### src/rtl/logic_unit_arbiter.sv
// logic_unit_arbiter
//   Shares one 32-bit logic unit (AND/OR/NOT/XOR) between NUM_REQ requesters.
//   A round-robin arbiter picks one valid request per cycle; the selected
//   operation is evaluated combinationally and the result is registered,
//   then presented with the id of the requester that produced it.
//   Sustains one operation per cycle; a stalled consumer back-pressures all
//   requesters.
// Ports
//   clk, rst     clock and synchronous active-high reset
//   req_valid    per-requester valid
//   req_ready    one-hot accept (combinational)
//   req_src/dst  32-bit operands, requester i at [32*i +: 32]
//   req_op       2-bit opcode, requester i at [2*i +: 2]
//   res_valid    result register holds an unconsumed result
//   res_ready    consumer takes the result this cycle
//   res_data     registered result
//   res_id       index of the requester that produced res_data
//   stall_cnt    saturating count of cycles with res_valid & !res_ready
module logic_unit_arbiter #(
    parameter int unsigned NUM_REQ = 2,
    parameter int unsigned ID_W    = 2,
    parameter int unsigned STALL_W = 16
) (
    input  logic                    clk,
    input  logic                    rst,
    input  logic [NUM_REQ-1:0]      req_valid,
    output logic [NUM_REQ-1:0]      req_ready,
    input  logic [32*NUM_REQ-1:0]   req_src,
    input  logic [32*NUM_REQ-1:0]   req_dst,
    input  logic [2*NUM_REQ-1:0]    req_op,
    output logic                    res_valid,
    input  logic                    res_ready,
    output logic [31:0]             res_data,
    output logic [ID_W-1:0]         res_id,
    output logic [STALL_W-1:0]      stall_cnt
);

    logic                res_valid_q, res_valid_d;
    logic [31:0]         res_data_q, res_data_d;
    logic [ID_W-1:0]     res_id_q, res_id_d;
    logic [ID_W-1:0]     rr_ptr_q, rr_ptr_d;
    logic [STALL_W-1:0]  stall_cnt_q, stall_cnt_d;

    logic                can_accept;
    logic                grant_valid;
    logic [ID_W-1:0]     grant_idx;
    logic                found_hi, found_lo;
    logic [ID_W-1:0]     grant_hi, grant_lo;
    logic                accept;
    logic [31:0]         sel_src, sel_dst, alu_res;
    logic [1:0]          sel_op;

    assign can_accept = !res_valid_q || res_ready;

    // Round-robin: the lowest valid index above rr_ptr wins; if none, the
    // lowest valid index at or below rr_ptr wins (wrap-around).
    always_comb begin
        found_hi = 1'b0;
        found_lo = 1'b0;
        grant_hi = '0;
        grant_lo = '0;
        for (int i = NUM_REQ - 1; i >= 0; i--) begin
            if (req_valid[i]) begin
                if (i > int'(rr_ptr_q)) begin
                    found_hi = 1'b1;
                    grant_hi = ID_W'(i);
                end else begin
                    found_lo = 1'b1;
                    grant_lo = ID_W'(i);
                end
            end
        end
        grant_valid = found_hi || found_lo;
        grant_idx   = found_hi ? grant_hi : grant_lo;
    end

    // Ready is suppressed while rst is high so nothing looks accepted during reset.
    always_comb begin
        req_ready = '0;
        for (int i = 0; i < NUM_REQ; i++) begin
            req_ready[i] = !rst && can_accept && grant_valid && (grant_idx == ID_W'(i));
        end
    end

    assign accept = |req_ready;

    // Operand mux for the granted requester.
    always_comb begin
        sel_src = '0;
        sel_dst = '0;
        sel_op  = '0;
        for (int i = 0; i < NUM_REQ; i++) begin
            if (grant_idx == ID_W'(i)) begin
                sel_src = req_src[32*i +: 32];
                sel_dst = req_dst[32*i +: 32];
                sel_op  = req_op[2*i +: 2];
            end
        end
    end

    always_comb begin
        unique case (sel_op)
            2'b00: alu_res = sel_dst & sel_src;
            2'b01: alu_res = sel_dst | sel_src;
            2'b10: alu_res = ~sel_src;
            2'b11: alu_res = sel_dst ^ sel_src;
        endcase
    end

    always_comb begin
        res_valid_d = res_valid_q;
        res_data_d  = res_data_q;
        res_id_d    = res_id_q;
        rr_ptr_d    = rr_ptr_q;
        stall_cnt_d = stall_cnt_q;
        if (res_valid_q && !res_ready && (stall_cnt_q != '1)) begin
            stall_cnt_d = stall_cnt_q + STALL_W'(1);
        end
        if (accept) begin
            // Covers both an empty slot and a same-cycle drain-and-refill.
            res_valid_d = 1'b1;
            res_data_d  = alu_res;
            res_id_d    = grant_idx;
            rr_ptr_d    = grant_idx;
        end else if (res_ready) begin
            res_valid_d = 1'b0;
        end
    end

    always_ff @(posedge clk) begin
        if (rst) begin
            res_valid_q <= 1'b0;
            res_data_q  <= '0;
            res_id_q    <= '0;
            rr_ptr_q    <= ID_W'(NUM_REQ - 1);
            stall_cnt_q <= '0;
        end else begin
            res_valid_q <= res_valid_d;
            res_data_q  <= res_data_d;
            res_id_q    <= res_id_d;
            rr_ptr_q    <= rr_ptr_d;
            stall_cnt_q <= stall_cnt_d;
        end
    end

    assign res_valid = res_valid_q;
    assign res_data  = res_data_q;
    assign res_id    = res_id_q;
    assign stall_cnt = stall_cnt_q;

endmodule
### config.mk
export PLATFORM = sky130hd
export DESIGN_NAME = logic_unit_arbiter
export DESIGN_NICKNAME = d
export VERILOG_FILES = /design/src/rtl/logic_unit_arbiter.sv
export SDC_FILE = /design/constraint.sdc
export NUM_CORES = 1
export LEC_CHECK = 0
export ABC_AREA = 1
export CAP_MARGIN = 25
export CORE_MARGIN = 3
export CORE_UTILIZATION = 47
export DETAILED_ROUTE_END_ITERATION = 7
export PLACE_DENSITY = 0.89
export SYNTH_ARGS = -nofsm -noshare
export SYNTH_HDL_FRONTEND = slang
export SYNTH_SLANG_ARGS = --single-unit
export TNS_END_PERCENT = 100
### constraint.sdc
create_clock -name clk -period 2.9 [get_ports clk]
set_input_delay 0.87 -clock clk [delete_from_list [all_inputs] [get_ports clk]]
set_output_delay 0.87 -clock clk [all_outputs]
set_load 0.01 [all_outputs]
==> results of run 1 <==
-- layout by cell type (no fill, tap or decap) --
cell and count:
buf_12 1, o21ai_0 10, inv_1 140, buf_4 36
conb_1 1, nor3_1 1, nor2_4 2, nand2_2 6
dfxtp_1 51, inv_2 2, or2_2 32, inv_6 1
nand4_1 29, clkbuf_16 5, nand3_1 132, nand3b_1 29
o21ai_2 30, clkinv_1 1, clkdlybuf4s50_1 186, xnor2_1 7
nand2_4 2, bufinv_16 1, nor2_2 3, a21oi_1 15
clkbuf_2 1, xor2_1 3, o21a_1 4, buf_6 2
clkbuf_8 1, nand2_1 226, ha_1 65, nor2_1 27
-- layer usage --
layer  track usage  share of wire
met1         0.311           0.41
met4        0.0831          0.025
met2         0.438           0.49
met3        0.0515          0.084
met5             0              0
-- logic make-up (layout without fill, tap and decap cells) --
family                     after synthesis  after routing  share of synthesized area
and+or+nand+nor                        488            489                      0.419
buffers and inverters                  196            377                      0.152
adders and majority gates               65             65                      0.149
AOI/OAI and AO/OA                       59             59                     0.0764
DFF                                     51             51                      0.187
xor gates and xnor gates                10             10                     0.0160
other                                    1              1                   0.000686
-- per-stage QoR --
step	hold slack (ns)	area, µm²	instances
5_1_grt	0.491	7730	1192
4_1_cts	0.473	7720	1191
3_3_place_gp	0.458	7530	1183
3_5_place_dp	0.462	7530	1183
6_report	0.472	7730	1192
2_1_floorplan	0.463	5470	870
-- critical path, stage by stage --
cell and delay (ns):
clkdlybuf4s50_1 0.49, nor2_1 0.07, nor2_1 0.13, nand2_2 0.11
nor2_4 0.15, buf_6 0.11
-- power by group through the flow --
stage | clock network (µW) | logic, µW | registers (µW)
floorplan | 0 | 603 | 850
global placement | 0 | 1110 | 822
detailed placement | 0 | 1140 | 823
CTS | 733 | 1140 | 809
global route | 762 | 1270 | 817
finish | 719 | 1150 | 809
-- area by class of cell --
| type | instances | area share |
|---|---|---|
| well taps | 140 | 0.0227 |
| inverters | 143 | 0.0695 |
| repair buffers | 226 | 0.282 |
| clock buffers | 6 | 0.0180 |
| clock inverters | 2 | 0.00502 |
| multi-input cells | 624 | 0.471 |
| flip-flops and latches | 51 | 0.132 |
-- flip-flops by register name, summed over array words and instances (netlist names) --
signal     flops
stall_cnt     16
res_valid      1
res_data      32
rr_ptr_q       1
res_id         1
-- how the worst min path moves through the flow --
stage	start	slack, ns	cells past startpoint	end
floorplan	rr_ptr_q[0]$_SDFFE_PP1P_	0.46	2	rr_ptr_q[0]$_SDFFE_PP1P_
global placement	res_data[10]$_SDFFE_PP0P_	0.46	2	res_data[10]$_SDFFE_PP0P_
detailed placement	res_data[11]$_SDFFE_PP0P_	0.46	2	res_data[11]$_SDFFE_PP0P_
CTS	res_data[10]$_SDFFE_PP0P_	0.47	2	res_data[10]$_SDFFE_PP0P_
global route	res_data[2]$_SDFFE_PP0P_	0.49	2	res_data[2]$_SDFFE_PP0P_
finish	res_data[16]$_SDFFE_PP0P_	0.47	2	res_data[16]$_SDFFE_PP0P_
-- repair_timing --
item                       4_1_cts  5_1_grt
resized for setup                7        5
hold buffers                     0        0
pin swaps                        0        4
setup endpoints to repair        2        4
cloned                           0        1
==> impl_metrics.yaml, run 1 <==
status:
  status: "complete, no violations"
setup_path:
  critical_path_class: "primary input to primary output"
  cp.required_ns: 2.03
  crit_path_max_fanout: 4
  r2r_cells: 9
  regToRegStartpoint: "rr_ptr_q[0]$_SDFFE_PP1P_"
  start_kind: "primary input"
  crit_path_end: "req_ready[0]"
  cp-end-kind: "primary output"
  setup.worst_path.start: "req_valid[0]"
  arrival_ns: 1.93
  r2r_end: "res_data[24]$_SDFFE_PP0P_"
  r2r_slack_ns: 0.83
clocking:
  cts_root_buffer: "clkbuf_16"
  cts-buffers-inserted: 5
  cts_tree: "done"
  cts_setup_buffers: 0
  clkLatencyLatePin_ns: 0.29
  clk_pin_slew_worst_paths_ns: 0.07
  cts_sinks: 51
  clk_path_buf_depth: 2
  htree_levels: 2
synthesis:
  synthTopCellsByArea: "dfxtp_1 (19%), nand2_1 (16%), ha_1 (15%)"
  postSynthCellCount: 870
  synth.avg_cell_area_um2: 6.29
  ys_async_sr_fraction: 0
  synth_common_cells: "nand2_1 (227), inv_1 (140), nand3_1 (132), ha_1 (65), dfxtp_1 (51)"
  synth_nets: 1072
  synth-seq-area-share: 0.187
  ys.flop_type: "dfxtp_1"
  netlist_area_um2: 5470
  synth_area_leader_cell: "dfxtp_1"
  yosysWarnings: 0
  ys_seq_elements: 51
  synth_most_common_cell: "nand2_1"
  ys_types: 28
  synth_top_cell_area_share: 0.187
  synth_edf_count: 0
drt:
  drc: 0
  ant_nets: 0
  wl_um: 16800
  wl_per_cell_um: 14.1
  drt_first_iter_violations: 462
  via_per_inst: 5.19
  drt-pass1-iter-count: 6
  vias: 6186
pwr:
  seq_power_share: 0.303
  peakVddDrop_uv: 249
  leakagePower_uw: 0.00371
  power.switching_uw: 909
  p_sw_frac: 0.340
  combPwrFrac: 0.429
  power_density_nw_per_um2: 346
  p_int_uw: 1760
  clockPowerShare: 0.269
  p_total_uw: 2670
global_routing:
  grt_antenna_before_repair: 0
  grt_pass1_vias: 5759
  grt-ovfl-total: 0
  grt_pass1_wl_um: 26800
  grt_use_total: 0.252
  grt_max_degree: 34
place:
  routabilityCongestion: 0.887
  pre_cts_ws_ns: -0.425
  portBuffers: 188
  dpl.hpwl_um: 12600
floorplanning:
  initial_core_util: 0.492
  io_pins: 190
  die_h_um: 114
  die-area_um2: 13000
  die_w_um: 114
  core-area_um2: 11100
  std_cell_rows: 38
final_layout:
  fin_util: 0.695
  seqCellArea_um2: 1020
  layout-drive-gt1-share: 0.119
  nets: 1253
  diodes: 0
  multi_input_area_um2: 3640
  fill_cells: 937
  synthToLayoutAreaGrowth_pct: 41.3
timing:
  finalCritPeriodShare: 0.967
  setup_slack_ns: 0.0969
  rsz0062_at_grt: "no"
  max_freq_ghz: 0.357
  hold_viol_final: 0
  fin_crit_ns: 2.80
  tightestPinTransition_ns: 0.864
  tns_ns: 0
  slew_headroom: 0.424
  skew_ns: 0.00360
  setup_violations: 0
  slew_violations: 0
job:
  maxCapViolations: 0
worst_hold_path:
  min_path_type: "flop to flop"
Note: power is estimated with default switching activity, not from simulation.
==> inputs of run 2 (changes only) <==
--- a/config.mk
+++ b/config.mk
@@ -7,10 +7,12 @@
 export LEC_CHECK = 0
 export ABC_AREA = 1
 export CAP_MARGIN = 25
-export CORE_MARGIN = 3
-export CORE_UTILIZATION = 47
+export CELL_PAD_IN_SITES_DETAIL_PLACEMENT = 1
+export CELL_PAD_IN_SITES_GLOBAL_PLACEMENT = 1
+export CORE_UTILIZATION = 31
 export DETAILED_ROUTE_END_ITERATION = 7
-export PLACE_DENSITY = 0.89
+export PLACE_DENSITY = 0.87
+export SKIP_CTS_REPAIR_TIMING = 1
 export SYNTH_ARGS = -nofsm -noshare
 export SYNTH_HDL_FRONTEND = slang
 export SYNTH_SLANG_ARGS = --single-unit
==> run 2 against run 1 <==
  * Total power increased by 2.8%
  * Count of clock-buffer cells in the layout decreased by 1
  * Die area increased by 40%
  * Combinational power increased by 4%
  * Clock power increased by 2%
  * Setup slack got worse by 0.052 ns
  * First-iteration DRC count decreased by 53%
  * Global-route usage decreased by 3.0 points
  * Largest cell class unchanged
==> impl_metrics.yaml, run 2 (synthesized netlist as in run 1, its figures left out) <==
global_routing:
  grt_max_degree: 57
  grt_use_total: 0.222
  grt_antenna_before_repair: 0
  grt_pass1_vias: 6553
  grt-ovfl-total: 0
  grt_pass1_wl_um: 31800
final_layout:
  layout-drive-gt1-share: 0.124
  largest_reg_flops: 32
  diodes: 0
  synthToLayoutAreaGrowth_pct: 44.9
  finish.instance_area_um2: 7930
  fill_cells: 2214
  nets: 1259
  layout_common_cells: "nand2_1 (226), clkdlybuf4s50_1 (185), inv_1 (140)"
  fin_util: 0.460
  final_common_cell: "nand2_1"
status:
  status: "complete, no violations"
clocking:
  cts_sinks: 51
  clk_path_buf_depth: 2
  cts_tree: "done"
  cts_root_buffer: "clkbuf_16"
  cts-buffers-inserted: 5
  htree_levels: 2
  clkLatencyLatePin_ns: 0.31
  clk_pin_slew_worst_paths_ns: 0.08
setup_path:
  setup.worst_path.start: "req_valid[0]"
  cpMostUsedCell: "nor2_1"
  cp.required_ns: 2.03
  r2r_end: "stall_cnt[15]$_SDFFE_PP0P_"
  path_cells: "clkdlybuf4s50_1 -> nor2_1 -> nor2_1 -> nand2_2 -> nor2_2 -> clkbuf_2"
  r2r_slack_ns: 0.86
  regToRegStartpoint: "stall_cnt[0]$_SDFFE_PP0P_"
  cpMaxStageDelayCell: "clkdlybuf4s50_1"
  critical_path_class: "primary input to primary output"
  crit_path_max_fanout: 3
  max_stage_delay_ns: 0.50
  r2r_cells: 7
  critical_path_buf_inv_count: 2
  cp-end-kind: "primary output"
  arrival_ns: 1.99
  critical-path-top-delay-family: "buffers and inverters"
  start_kind: "primary input"
job:
  maxCapViolations: 0
floorplanning:
  initial_core_util: 0.317
  io_pins: 190
  die_w_um: 135
  core-area_um2: 17200
  die_h_um: 135
  std_cell_rows: 48
  die-area_um2: 18200
timing:
  hold_viol_final: 0
  rsz0062_at_grt: "yes"
  setup_violations: 0
  max_freq_ghz: 0.350
  hold_ws_ns: 0.473
  fin_crit_ns: 2.86
  slew_violations: 0
  tightestPinTransition_ns: 0.865
  skew_ns: 0.0130
  slew_headroom: 0.422
  finalCritPeriodShare: 0.985
drt:
  wl_um: 19600
  drt-pass1-iter-count: 4
  drt_first_iter_violations: 216
  ant_nets: 0
  drc: 0
  via_per_inst: 4.86
  vias: 6231
  wl_per_cell_um: 15.2
worst_hold_path:
  hold_start: "res_data[20]$_SDFFE_PP0P_"
  min_path_type: "flop to flop"
  min_path_cells: 2
  worst_hold_path.endpoint: "res_data[20]$_SDFFE_PP0P_"
place:
  portBuffers: 188
  dpl.hpwl_um: 15200
  routabilityCongestion: 0.827
  postPlaceCellArea_um2: 7750
pwr:
  peakVddDrop_uv: 257
  power_density_nw_per_um2: 347
  leakagePower_uw: 0.00377
run 2: changes by cell type in the layout (fill, tap and decap cells not counted), sizes merged:
cell,previous run,this run
clkbuf,7,6
clkinvlp,0,1
dlymetal6s2s,0,1
clkdlybuf4s50,186,185
nor2,32,31
buf,39,46
run 2: layout make-up:
type	count	area, µm²	share of cell area
sequential	51	1020	0.129
tap	225	282	0.0355
timing repair buffer	233	2290	0.289
multi-input combinational	623	3630	0.458
clock inverter	3	46.3	0.00584
clock buffer	5	125	0.0158
inverter	143	537	0.0677
run 2: how the worst max path moves through the flow:
| stage | to | cells past startpoint |
|---|---|---|
| final | req_ready[0] | 6 |
| after global routing | req_ready[0] | 6 |
| after CTS | req_ready[0] | 6 |
| after detailed placement | req_ready[0] | 6 |
| after global placement | req_ready[0] | 6 |
| after floorplan | req_ready[1] | 6 |
run 2: report_power, final:
part	total (µW)	leakage (µW)	switching [µW]	internal, µW
Sequential	810	0.000419	41.7	768
Clock	736	0.0000804	324	412
Combinational	1200	0.00327	617	586
run 2: metrics by stage:
step                setup TNS (ns)  instances  setup slack (ns)  total power (µW)
finish                           0       1283            0.0448              2750
CTS                         -0.698       1283            -0.403              2790
global route               -0.0215       1283           -0.0215              2940
floorplan                        0        870             0.287              1450
global placement             -1.08       1275            -0.289              1990
detailed placement           -2.65       1275            -0.392              2040
run 2: routing by layer:
layer	part of all wire	GRT usage	wire (µm)
met1	0.44	0.264	8530
met2	0.49	0.397	9600
met3	0.053	0.0450	1040
met4	0.020	0.0699	395
met5	0	0	0
run 2: tightest hold or removal path, stage by stage, from the launching register on:
cell and delay, ns:
dfxtp_1 0.31, nand3_1 0.07, nand2_1 0.05
==> edit 1 (config.mk and constraints of run 2) <==
The parameter `NUM_REQ` goes from 2 to 1.
--- a/src/rtl/logic_unit_arbiter.sv
+++ b/src/rtl/logic_unit_arbiter.sv
@@ -17,7 +17,7 @@
 //   res_id       index of the requester that produced res_data
 //   stall_cnt    saturating count of cycles with res_valid & !res_ready
 module logic_unit_arbiter #(
-    parameter int unsigned NUM_REQ = 2,
+    parameter int unsigned NUM_REQ = 1,
     parameter int unsigned ID_W    = 2,
     parameter int unsigned STALL_W = 16
 ) (
Interface: changed (5 resized); port bits go from 190 to 122. No check against the original RTL was run, so the function may have changed too.
==> edit 1 against run 2 <==
  * Wire length down 38%
  * Setup slack better by 0.15 ns
  * Sequential share of layout area rose by 4.5 points
  * Fmax is 5.6% higher
  * Power decreased by 29%
  * Design area fell by 29%
  * First-iteration DRC count decreased by 33%
  * Synthesized cell count fell by 27%
  * Sequential cell count fell by 2
  * Synthesized area shrank 25%
  * Critical endpoint is now req_ready
==> edit 1: results (changes against run 2) <==
Slew Limit Headroom 57.8% (+16 points); Max VDD drop 239 µV (-7.0%); fin util 44.3% (-1.7 points); reg-to-reg endpoint stall_cnt[2]; CP peak stage delay 0.46 ns (-0.04 ns); Routed WL per cell 13.1 µm (-14%); metal2 WL 5970 µm (-38%); Initial DRC Count 145 (-33%); CP max FO 2 (-1); Arr. time, crit path 1.83 ns (-0.16 ns); fmax 0.370 GHz (+5.6%); DP Area 5460 µm² (-30%); top cells by area, synth dfxtp_1, ha_1, nand2_1, inv_1, nor2_1; Detailed Place HPWL 8970 µm (-41%); Yosys cell types 29 (+3.6%); Power Dens Cells 345 nW/µm² (-0.45%); Synth Area per Inst 6.38 µm² (+1.5%); vias in the first global route 4,273 (-35%); Leakage 2.71 nW (-28%); reg-to-reg slack, setup 0.97 ns (+0.11 ns); clk_skew 0.00422 ns (-0.00881 ns); first-pass GRT wire length 19,900 µm (-38%); routability congestion estimate 0.771 (-6.7%); HP Class reg -> reg; share of layout cells above drive strength 1 4.39% (-8.0 points); Clk power 721 µW (-2%); DRT met1 WL 5510 µm (-35%); met1 Use GR 22.6% (-3.9 points); met2 global-route usage 33.8% (-5.9 points); Max Used Layer met4; Place WS -0.208 ns (+0.184 ns); flip-flop count of the largest register after layout 32 (unchanged); post-route insts no fill 923 (-28%); H-tree levels 2 (unchanged); # fillers 1,695 (-23%); sequential share of power 37.4% (+7.9 points); multiplexer share of the synthesized area 0% (unchanged); largest net degree at the start of global routing 56 (-1.8%); Final nets 885 (-30%); status finished clean; met3 Use GR 3.58% (-0.92 points); total CTS buffers 5 (unchanged); Worst-path clk slew 0.07 ns; worst reg2reg path depth 8 (+1); Post-synth top cells nand2_1, inv_1, nor2_1; vias per cell 4.64 (-4.5%); Switching Fraction 28.9% (-6.8 points); post-synthesis compound-gate area fraction 12.3% (+4.7 points); met3 WL 450 µm (-57%); sequential share of the synthesized area 24.1% (+5.4 points); # port buffers 119 (-37%); crit path from res_ready; Worst setup endpoint req_ready; Post-Synth XOR/XNOR Area 1.50% (-0.097 points); total global-route track usage 18.6% (-3.6 points); buffer levels on the longest clock path 2 (unchanged); Adder-Cell Fraction of Synth Area 20.0% (+5.1 points)
==> edit 1: cell types whose count changed after synthesis, sizes merged, moves of 10 or more <==
cell    delta
or2       -32
nand4     -17
a21oi     +31
buf       -15
nand2     -58
nand3    -123
nand3b    -28
o21ai     +10
inv       -41
nor2      +59
==> edit 1: final cells by class <==
type	instances	share of cell area, %
multi-input combinational	460	45.2
tap	172	3.82
sequential	49	17.4
clock inverter	1	0.533
inverter	102	6.84
clock buffer	7	2.53
timing repair buffer	132	23.7
==> edit 1: worst min-delay path by stage <==
stage | startpoint | end | slack, ns
after floorplan | res_data[6] | res_data[6] | 0.49
after global placement | res_data[7] | res_data[7] | 0.45
after detailed placement | res_data[15] | res_data[15] | 0.46
after CTS | res_data[15] | res_data[15] | 0.47
after global routing | res_data[15] | res_data[15] | 0.49
final | res_data[15] | res_data[15] | 0.47
==> edit 2 (settings of run 2) <==
Without the edit above. Reset style: asynchronous (`rst`), changed in one clocked block. Comments in the files are not updated.
--- a/src/rtl/logic_unit_arbiter.sv
+++ b/src/rtl/logic_unit_arbiter.sv
@@ -127,7 +127,7 @@
         end
     end
 
-    always_ff @(posedge clk) begin
+    always_ff @(posedge clk or posedge rst) begin
         if (rst) begin
             res_valid_q <= 1'b0;
             res_data_q  <= '0;
Function: differs if rst is asserted again (counterexample within 4 cycles, from zero or initial values and one cycle with rst high); with rst held inactive, the same outputs for 10 cycles.
==> edit 2 against run 2 <==
  * Sequential cell count stayed put
  * Design area is 0.76% higher
  * First-iteration DRC count is 6.9% lower
  * Utilization hardly changed
  * Count of clock-buffer cells in the layout stayed put
  * Via count is 1.6% lower
  * Synthesized area is 1.1% higher
  * Clock skew is 0.0049 ns lower
  * Setup slack better by 0.022 ns
  * Wire length is 0.29% lower
  * Die area is 1.1% higher
  * Power is 19% higher
==> edit 2: results (changes against run 2) <==
total CTS buffers 5 (unchanged); FF-to-FF Start rr_ptr_q[0]; Initial DRC Count 201 (-6.9%); flip-flop count of the largest register after layout 32 (unchanged); routed vias 6,129 (-1.6%); delay-heaviest family, CP buffers and inverters; TritonRoute pass-1 iters 4 (unchanged); multi-input gates 603 (-3.2%); clock tree cell share of total cell area 1.90% (-0.27 points); CP max FO 4 (+1); drt total wl 19,500 µm (-0.29%); sequential share of the synthesized area 23.1% (+4.4 points); Antenna Cells 0 (unchanged); multi-input logic area 3410 µm² (-5.9%); Non-Clock Buffer Area Fraction 27.5% (-1.4 points); # fillers 2,251 (+1.7%); Post-synth top cells nand2_1, inv_1, o21ai_0; Comb power frac 49.6% (+5.9 points); Arr. time, crit path 1.96 ns (-0.03 ns); routability congestion estimate 0.833 (+0.77%); worst reg2reg path depth 10 (+3); Final Cycle Share 97.7% (-0.76 points); sequential share of power 30.2% (+0.7 points); Max VDD drop 283 µV (+10%); Net Count, Synth 1,077 (+0.47%); reg-to-reg slack, setup 0.67 ns (-0.19 ns); yosys warns 0 (unchanged); largest net degree at the start of global routing 52 (-8.8%); Post-Synth XOR/XNOR Area 2.06% (+0.46 points); clk_skew 0.00816 ns (-0.00487 ns); Cells after DPL 1,271 (-0.31%); Leakage 4.19 nW (+11%); internal power 1.98 mW (+12%); ys async rst share 100% (+100 points); invs w/o clock 175 (+22%); Detailed Place HPWL 14,900 µm (-1.8%); Buffers excl. clock 218 (-6.4%); hold_ws 0.482 ns (+0.00945 ns); ys flop type dfrtp_1; first-pass GRT wire length 32,100 µm (+0.78%); post-synthesis compound-gate area fraction 9.75% (+2.1 points); vias in the first global route 6,472 (-1.2%); total global-route track usage 22.2% (about the same); top cells by area, synth dfrtp_1, nand2_1, ha_1, inv_1, o21ai_0; status finished clean; vias per cell 4.79 (-1.4%); DP Area 7780 µm² (+0.37%); Adder-Cell Fraction of Synth Area 14.7% (-0.16 points); sequential cell area 1280 µm² (+25%); reg-to-reg endpoint res_data[31]; worst hold path endpoint res_data[30]; area grow syn2layout 44.4%; Yosys cell types 27 (-3.6%); Place WS -0.470 ns (-0.0775 ns); Tot Pwr 3.26 mW (+19%); Slew Limit Headroom 50.8% (+8.5 points); Synth Area per Inst 6.32 µm² (+0.52%); worst hold start res_data[30]; share of layout cells above drive strength 1 8.25% (-4.1 points)
[edit 2: cell types whose count changed after synthesis, moves of 29 or more]
cell,run 2,this run
o21ai_0,10,100
dfxtp_1,51,0
dfrtp_1,0,50
nand3_1,132,98
inv_1,140,172
o21ai_2,30,1
[edit 2: metal layers]
metal / up-vias / wire length [µm] / track usage [%]
met5: - / 0 / 0
met4: 0 / 238 / 5.18
met3: 16 / 1050 / 5.27
met2: 143 / 9690 / 40.1
met1: 2929 / 8540 / 26.1
li1: 3041 / - / -
[edit 2: how the worst max path moves through the flow]
stage          startpoint            to
3_5_place_dp          rst  req_ready[1]
5_1_grt               rst  req_ready[0]
4_1_cts               rst  req_ready[1]
2_1_floorplan         rst  req_ready[0]
6_report              rst  req_ready[0]
3_3_place_gp          rst  req_ready[1]
[edit 2: cells by family after synthesis]
logic type / after synthesis
and+or+nand+nor: 419
buffers and inverters: 221
AOI/OAI and AO/OA: 105
adders and majority gates: 65
DFF: 51
xor gates and xnor gates: 13
other: 1
